### src/rtl/proc_pkg.sv
`default_nettype none
// ============================================================================
//  Module   : proc_pkg
//  Purpose  : Shared constants and types for the processor control unit:
//             opcode values, time-step encoding and default field widths.
//  Revision : 1.0  initial release
// ============================================================================
package proc_pkg;

  // Default field widths: 3-bit opcode, 3-bit register selects (9-bit IR)
  localparam int OPW_DEF = 3;
  localparam int RW_DEF  = 3;

  // Opcodes; any value with the top bit set is reserved and runs as a no-op
  localparam logic [2:0] OP_MV  = 3'b000;
  localparam logic [2:0] OP_MVI = 3'b001;
  localparam logic [2:0] OP_ADD = 3'b010;
  localparam logic [2:0] OP_SUB = 3'b011;

  // Instruction time steps
  typedef enum logic [1:0] {
    T0 = 2'd0,
    T1 = 2'd1,
    T2 = 2'd2,
    T3 = 2'd3
  } tstep_t;

endpackage
`default_nettype wire

### src/rtl/proc_ctrl_if.sv
`default_nettype none
// ============================================================================
//  Module   : proc_ctrl_if
//  Purpose  : Bundle of the control unit's datapath-facing signals. The
//             master side is the control unit; the slave side is the
//             datapath (register file, A/G registers, bus mux, adder).
//  Revision : 1.0  initial release
// ============================================================================
interface proc_ctrl_if
  import proc_pkg::*;
#(
  parameter int OPW = OPW_DEF,
  parameter int RW  = RW_DEF
);
  localparam int NREG = 2 ** RW;
  localparam int IW   = OPW + 2 * RW;

  logic [IW-1:0]   DIN;
  logic            Run;
  logic [NREG-1:0] Rin;
  logic [NREG-1:0] Rout;
  logic            IRin;
  logic            Ain;
  logic            Gin;
  logic            Gout;
  logic            DINout;
  logic            AddSub;
  logic            Done;

  modport master (
    input  DIN, Run,
    output Rin, Rout, IRin, Ain, Gin, Gout, DINout, AddSub, Done
  );

  modport slave (
    output DIN, Run,
    input  Rin, Rout, IRin, Ain, Gin, Gout, DINout, AddSub, Done
  );

endinterface
`default_nettype wire

### src/rtl/proc_ctrl_dec_onehot.sv
`default_nettype none
// ============================================================================
//  Module   : dec_onehot
//  Purpose  : RW-bit binary select to 2**RW one-hot decoder with enable.
//             All outputs are 0 while the enable is low.
//  Revision : 1.0  initial release
// ============================================================================
module dec_onehot #(
  parameter int RW = 3
) (
  input  wire logic               i_en,
  input  wire logic [RW-1:0]      i_sel,
  output      logic [2**RW-1:0]   o_onehot
);

  // Decode the select into a single hot bit when enabled
  always_comb begin
    o_onehot = '0;
    if (i_en) begin
      o_onehot[i_sel] = 1'b1;
    end
  end

endmodule
`default_nettype wire

### src/rtl/proc_ctrl.sv
`default_nettype none
// ============================================================================
//  Module   : proc_ctrl
//  Purpose  : Control unit for the simple bus processor. Fetches an
//             instruction in T0 and sequences mv/mvi (T1) or add/sub (T1-T3),
//             driving register load enables and bus-source selects. All
//             outputs are combinational decodes of (Tstep, IR, Run).
//  Revision : 1.0  initial release
// ============================================================================
module proc_ctrl
  import proc_pkg::*;
#(
  parameter int OPW = OPW_DEF,
  parameter int RW  = RW_DEF
) (
  input wire logic     clk,
  input wire logic     resetn,
  proc_ctrl_if.master  bus
);

  localparam int NREG = 2 ** RW;
  localparam int IW   = OPW + 2 * RW;

  tstep_t          r_tstep;
  tstep_t          w_tstep_nxt;
  logic [IW-1:0]   r_ir;

  logic [OPW-1:0]  w_op;
  logic [RW-1:0]   w_x;
  logic [RW-1:0]   w_y;
  logic [NREG-1:0] w_x_oh;
  logic [NREG-1:0] w_y_oh;
  logic            w_busy;
  logic            w_fetch;
  logic            w_is_mv;
  logic            w_is_mvi;
  logic            w_is_add;
  logic            w_is_sub;

  // Instruction fields: opcode, then X, then Y
  assign w_op = r_ir[IW-1 -: OPW];
  assign w_x  = r_ir[2*RW-1 -: RW];
  assign w_y  = r_ir[RW-1:0];

  assign w_is_mv  = (w_op == OPW'(OP_MV));
  assign w_is_mvi = (w_op == OPW'(OP_MVI));
  assign w_is_add = (w_op == OPW'(OP_ADD));
  assign w_is_sub = (w_op == OPW'(OP_SUB));

  // Register selects only ever matter outside T0, so the decoders idle there
  assign w_busy  = (r_tstep != T0);
  assign w_fetch = (r_tstep == T0) && bus.Run;

  dec_onehot #(.RW(RW)) u_dec_x (
    .i_en     (w_busy),
    .i_sel    (w_x),
    .o_onehot (w_x_oh)
  );

  dec_onehot #(.RW(RW)) u_dec_y (
    .i_en     (w_busy),
    .i_sel    (w_y),
    .o_onehot (w_y_oh)
  );

  // Time-step register; reset forces T0 so all enables drop immediately
  always_ff @(posedge clk or negedge resetn) begin
    if (!resetn) begin
      r_tstep <= T0;
    end else begin
      r_tstep <= w_tstep_nxt;
    end
  end

  // Instruction register, loaded on the fetch edge only
  always_ff @(posedge clk or negedge resetn) begin
    if (!resetn) begin
      r_ir <= '0;
    end else if (w_fetch) begin
      r_ir <= bus.DIN;
    end
  end

  // Next-step and control-output decode
  always_comb begin
    w_tstep_nxt = r_tstep;
    bus.Rin     = '0;
    bus.Rout    = '0;
    bus.IRin    = 1'b0;
    bus.Ain     = 1'b0;
    bus.Gin     = 1'b0;
    bus.Gout    = 1'b0;
    bus.DINout  = 1'b0;
    bus.AddSub  = 1'b0;
    bus.Done    = 1'b0;

    case (r_tstep)
      T0: begin
        bus.IRin = bus.Run;
        if (bus.Run) begin
          w_tstep_nxt = T1;
        end
      end
      T1: begin
        if (w_is_mv) begin
          bus.Rout    = w_y_oh;
          bus.Rin     = w_x_oh;
          bus.Done    = 1'b1;
          w_tstep_nxt = T0;
        end else if (w_is_mvi) begin
          bus.DINout  = 1'b1;
          bus.Rin     = w_x_oh;
          bus.Done    = 1'b1;
          w_tstep_nxt = T0;
        end else if (w_is_add || w_is_sub) begin
          bus.Rout    = w_x_oh;
          bus.Ain     = 1'b1;
          w_tstep_nxt = T2;
        end else begin
          // Reserved opcode: complete immediately with no side effects
          bus.Done    = 1'b1;
          w_tstep_nxt = T0;
        end
      end
      T2: begin
        bus.Rout    = w_y_oh;
        bus.Gin     = 1'b1;
        bus.AddSub  = w_is_sub;
        w_tstep_nxt = T3;
      end
      T3: begin
        bus.Gout    = 1'b1;
        bus.Rin     = w_x_oh;
        bus.Done    = 1'b1;
        w_tstep_nxt = T0;
      end
      default: begin
        w_tstep_nxt = T0;
      end
    endcase
  end

endmodule
`default_nettype wire
### src/flat_wrapper.sv
// flat-port wrapper written by rule: the top's interface ports become plain ports
module proc_ctrl_flat import proc_pkg::*;
#(
  parameter int OPW = OPW_DEF,
  parameter int RW  = RW_DEF
)
  (clk, resetn, bus_DIN, bus_Run, bus_Rin, bus_Rout, bus_IRin, bus_Ain, bus_Gin, bus_Gout, bus_DINout, bus_AddSub, bus_Done);
  proc_ctrl_if #(.OPW(OPW), .RW(RW)) bus_i ();
  input wire logic clk;
  input wire logic resetn;
  input wire logic [$bits(bus_i.DIN)-1:0] bus_DIN;
  input wire logic [$bits(bus_i.Run)-1:0] bus_Run;
  output wire logic [$bits(bus_i.Rin)-1:0] bus_Rin;
  output wire logic [$bits(bus_i.Rout)-1:0] bus_Rout;
  output wire logic [$bits(bus_i.IRin)-1:0] bus_IRin;
  output wire logic [$bits(bus_i.Ain)-1:0] bus_Ain;
  output wire logic [$bits(bus_i.Gin)-1:0] bus_Gin;
  output wire logic [$bits(bus_i.Gout)-1:0] bus_Gout;
  output wire logic [$bits(bus_i.DINout)-1:0] bus_DINout;
  output wire logic [$bits(bus_i.AddSub)-1:0] bus_AddSub;
  output wire logic [$bits(bus_i.Done)-1:0] bus_Done;
  assign bus_i.DIN = bus_DIN;
  assign bus_i.Run = bus_Run;
  assign bus_Rin = bus_i.Rin;
  assign bus_Rout = bus_i.Rout;
  assign bus_IRin = bus_i.IRin;
  assign bus_Ain = bus_i.Ain;
  assign bus_Gin = bus_i.Gin;
  assign bus_Gout = bus_i.Gout;
  assign bus_DINout = bus_i.DINout;
  assign bus_AddSub = bus_i.AddSub;
  assign bus_Done = bus_i.Done;
  proc_ctrl #(.OPW(OPW), .RW(RW)) u_core (.clk(clk), .resetn(resetn), .bus(bus_i));
endmodule
### config.mk
export PLATFORM = sky130hd
export DESIGN_NAME = proc_ctrl_flat
export DESIGN_NICKNAME = d
export VERILOG_FILES = /design/src/rtl/proc_pkg.sv /design/src/rtl/proc_ctrl_if.sv /design/src/rtl/proc_ctrl_dec_onehot.sv /design/src/rtl/proc_ctrl.sv /design/src/flat_wrapper.sv
export SDC_FILE = /design/constraint.sdc
export NUM_CORES = 1
export LEC_CHECK = 0
export ABC_AREA = 0
export CORE_AREA = 5 5 52 49
export CTS_BUF_LIST = sky130_fd_sc_hd__clkbuf_8 sky130_fd_sc_hd__clkbuf_16
export DETAILED_ROUTE_END_ITERATION = 10
export DIE_AREA = 0 0 57 54
export GPL_ROUTABILITY_DRIVEN = 1
export PLACE_DENSITY = 0.82
export SYNTH_ARGS = -nofsm -noshare
export SYNTH_HDL_FRONTEND = slang
export SYNTH_SLANG_ARGS = --single-unit
### constraint.sdc
create_clock -name clk -period 1.7 [get_ports clk]
set_input_delay 0.34 -clock clk [delete_from_list [all_inputs] [get_ports clk]]
set_output_delay 0.34 -clock clk [all_outputs]
set_load 0.05 [all_outputs]
==> results.yml, run 1 <==
outcome:
  run_status: "aborted with a tool error"
  lastStage: "global routing"
  tool.error: "[ERROR DPL-0033] detailed placement checks failed during check placement."
synthesis:
  synth_cells: 74
  yosys_warnings: 0
  synth_cell_types: 23
  syn-mean-instance-area_sq_um: 9.84
  synthesis.area_sq_um: 728
  ys_seq_elements: 11
  synth_seq_area_share: 0.378
  syn-num-nets: 90
clock_network:
  cts_inserted_buffers: 3
  htree_num_levels: 1
  cts.sinks: 11
  clock_path_buffers: 2
  cts_hold_buf: 0
  cts-root-buf: "clkbuf_8"
sta:
  worst_endpoint_kind: "top-level output"
  crit_endpoint: "bus_Rin[3]"
place:
  place.gp.congestion: 0.783
  dp_hpwl_mm: 2.53
  io_buffers: 34
floorplan:
  pin_count: 35
  rows: 16
  die_w_um: 57
  start_util: 0.357
  die_h_um: 54
grt:
  antenna_found_initial: 0
  grt_max_degree: 12
-- synth_stat cells --
cell / instances / area, sq um
nor2_1: 9 / 33.8
nor3_1: 4 / 20.0
nor2b_1: 1 / 6.26
or2_2: 1 / 6.26
a21oi_1: 1 / 5.00
o32ai_1: 4 / 35.0
inv_1: 4 / 15.0
a21o_1: 1 / 7.51
nand3_1: 2 / 10.0
nand2_1: 4 / 15.0
nor4b_4: 1 / 23.8
dfrtp_1: 11 / 275
nand2b_1: 3 / 18.8
and2_1: 1 / 6.26
o21ai_1: 1 / 5.00
o21ai_0: 2 / 10.0
ha_1: 4 / 50.1
o22ai_1: 4 / 25.0
nor3b_1: 1 / 7.51
and3b_2: 1 / 10.0
o211ai_1: 1 / 7.51
mux2_2: 10 / 113
nand3b_1: 3 / 22.5
-- kinds of logic after synthesis --
group | after synthesis | share of synthesized area
AO/OA/AOI/OAI | 14 | 0.131
multiplexers | 10 | 0.155
AND/OR/NAND/NOR | 31 | 0.247
flip-flops | 11 | 0.378
adder cells (fa/ha/maj) | 4 | 0.0687
buffers and inverters | 4 | 0.0206
-- through the flow --
step	instances	worst slack, ps	hold slack [ps]	TNS, ps	area [sq um]
after global placement	156	-257	542	-2950	1710
after detailed placement	156	-341	577	-4620	1710
after CTS	163	-483	458	-7970	1870
after floorplan	74	-389	44.4	-4250	982
-- timing repair --
item | 4_1_cts
resized for setup | 24
hold endpoints to repair | 0
pin swaps | 7
buffers inserted | 4
setup endpoints to repair | 21
==> run 2, diff against run 1 <==
--- a/config.mk
+++ b/config.mk
@@ -6,12 +6,11 @@
 export NUM_CORES = 1
 export LEC_CHECK = 0
 export ABC_AREA = 0
-export CORE_AREA = 5 5 52 49
-export CTS_BUF_LIST = sky130_fd_sc_hd__clkbuf_8 sky130_fd_sc_hd__clkbuf_16
+export CORE_AREA = 5 5 66 68
 export DETAILED_ROUTE_END_ITERATION = 10
-export DIE_AREA = 0 0 57 54
+export DIE_AREA = 0 0 71 73
 export GPL_ROUTABILITY_DRIVEN = 1
-export PLACE_DENSITY = 0.82
+export PLACE_DENSITY_LB_ADDON = 0.15
 export SYNTH_ARGS = -nofsm -noshare
 export SYNTH_HDL_FRONTEND = slang
 export SYNTH_SLANG_ARGS = --single-unit
==> results.yml, run 2 <==
place:
  place.gp.congestion: 0.824
  post_dp_cell_area_sq_mm: 0.00175
  io_buffers: 34
  dpl.cell_count: 181
  post-place-ws_ps: -324
  dp_hpwl_mm: 2.28
setup_path:
  reg2reg_depth: 6
  critPathCaptureType: "output port"
  cp-startpoint: "u_core.r_tstep[0]"
  worstPathRequired_ps: 1360
  crit_type: "flip-flop to output port"
  r2r_slack_ps: 180
  arrival_ps: 1790
  startpoint_type: "flip-flop"
  crit_fanout: 4
  timing.rr.start: "u_core.r_tstep[0]"
synthesis:
  synthesis.area_sq_um: 728
  synth_top_flop_cell: "dfrtp_1"
  synth_area_leaders: "dfrtp_1, mux2_2, ha_1, o32ai_1, nor2_1"
  synth_seq_area_share: 0.378
  ys_seq_elements: 11
  synth_edf_count: 0
  synth_cells: 74
  synth_top_area_share: 0.378
  yosys_warnings: 0
  synth_common_cells: "dfrtp_1, mux2_2, nor2_1"
  synth_top_area_cell: "dfrtp_1"
  synth_cell_types: 23
  syn-num-nets: 90
  syn-mean-instance-area_sq_um: 9.84
  async_flop_share: 1.00
  synth.most_common_cell: "dfrtp_1"
outcome:
  violations: "negative setup slack"
  run_status: "complete, but fails checks"
floorplan:
  rows: 23
  die_h_um: 73
  die-area_sq_mm: 0.00518
  start_util: 0.192
  die_w_um: 71
  pin_count: 35
  core_sq_mm: 0.00380
final_layout:
  fillers: 342
  diodes: 0
  finalNetCount: 160
  layout.cells.non_filler: 193
  final_common_cell: "buf_4"
  utilization: 0.518
  final_cell_mix: "buf_4, buf_12, buf_6, dfrtp_1, clkdlybuf4s50_1"
  area_growth_syn_to_layout_pct: 170
  top_register: "u_core.r_ir"
  stdcell_area_sq_mm: 0.00197
  reg_top3: "u_core.r_ir (9), u_core.r_tstep (1)"
  largest_register_ffs: 9
  drive_gt1_frac: 0.720
sta:
  post-route-period-util: 1.26
  setup_violations: 22
  rsz0062_at_grt: "yes"
  holdWs_ps: 454
  final_hold_viol_count: 0
  period_minus_slack_ps: 2130
  tightest_slew_ps: 521
  fmax_mhz: 469
  max-slew-margin-rel: 0.652
  setup_slack_ps: -434
  fin_tns_setup_ps: -7680
  slew_violations: 0
  clock_skew_ps: 3.99
route:
  wl_met2_mm: 1.51
  drt_drc_violations_left: 0
  drt_iter0_drc: 28
  wl_met3_um: 150
  finalWirelength_mm: 2.70
  met1_length_um: 987
  drtPass1Iterations: 2
  antenna_left: 0
  top_layer: "met4"
  vias: 863
  vias_per_cell: 4.47
  wl_per_cell_um: 14.0
grt:
  overflow: 0
  antenna_found_initial: 0
  grt_usage: 0.111
  grt_max_degree: 12
  grt_pass1_wl_mm: 4.60
  grt_pass1_vias: 956
worst_hold_path:
  hp-class: "input pin to async pin"
power:
  pwr-share-comb: 0.748
  ir_worst_vdd_mv: 0.846
  power.share.clock: 0.079
  seq_power_share: 0.173
  power_density_mw_per_mm2: 1640
  switchingPower_mw: 1.49
  p_leak_nw: 0.755
  total_power_mw: 3.23
  internal_power_mw: 1.74
  swShare: 0.462
clock_network:
  cts.sinks: 11
  clkLatencyLatePin_ps: 230
  cts-root-buf: "clkbuf_8"
  htree_num_levels: 1
  cts_tree: "yes"
  worst_setup_hold_path_clk_slew_ps: 50
  cts_hold_buf: 0
  clock_path_buffers: 2
  cts_inserted_buffers: 3
flow_run:
  maxCapViolCount: 0
==> run 2: cell counts after synthesis <==
No cell type changed its count.
==> run 2: layout make-up <==
cell class	count	area [sq um]	share of cell area
inverters	4	15.0	0.00763
flip-flops and latches	11	275	0.140
repair buffers	65	798	0.406
clock buffers	4	45.0	0.0229
well taps	50	62.6	0.0318
multi-input cells	59	771	0.392
==> run 2: worst max-delay path by stage <==
stage,end,depth (start not counted)
floorplan,bus_Rout[4],5
global placement,bus_Rout[2],5
detailed placement,bus_Rout[2],6
CTS,bus_Rout[5],7
global route,bus_Rin[2],8
finish,bus_Rout[4],8
==> run 2: power by group through the flow <==
stage | logic [mW] | registers [mW] | clock network [mW]
after floorplan | 1.17 | 0.601 | 0
after global placement | 2.09 | 0.554 | 0
after detailed placement | 2.12 | 0.558 | 0
after CTS | 2.37 | 0.559 | 0.264
after global routing | 2.58 | 0.584 | 0.271
final | 2.42 | 0.559 | 0.254
==> run 2: metal layers <==
metal / vias up / track usage
li1: 416 / -
met1: 415 / 0.120
met2: 26 / 0.216
met3: 6 / 0.0234
met4: 0 / 0.0313
met5: - / 0
==> run 2: kinds of logic (layout without fill, tap and decap cells) <==
| group | count (synthesis) | count (layout) | share of synthesized area |
|---|---|---|---|
| buf+inv | 4 | 73 | 0.0206 |
| fa+ha+maj | 4 | 4 | 0.0687 |
| mux | 10 | 10 | 0.155 |
| flops | 11 | 11 | 0.378 |
| simple gates | 31 | 31 | 0.247 |
| compound gates | 14 | 14 | 0.131 |
==> run 2: critical path, cell delays in order, from the launching register on <==
cell	delay (ps)
dfrtp_1	380
buf_4	140
ha_4	130
buf_6	90
and3b_4	220
nand3b_1	100
buf_6	160
o22ai_4	180
buf_12	160
==> run 2: what timing repair did <==
| item | CTS | global route |
|---|---|---|
| resized for setup | 23 | 7 |
| buffers inserted | 7 | 4 |
| pin swaps | 11 | 5 |
| setup endpoints to repair | 21 | 23 |
No activity file was read; power rests on OpenSTA's default activity.
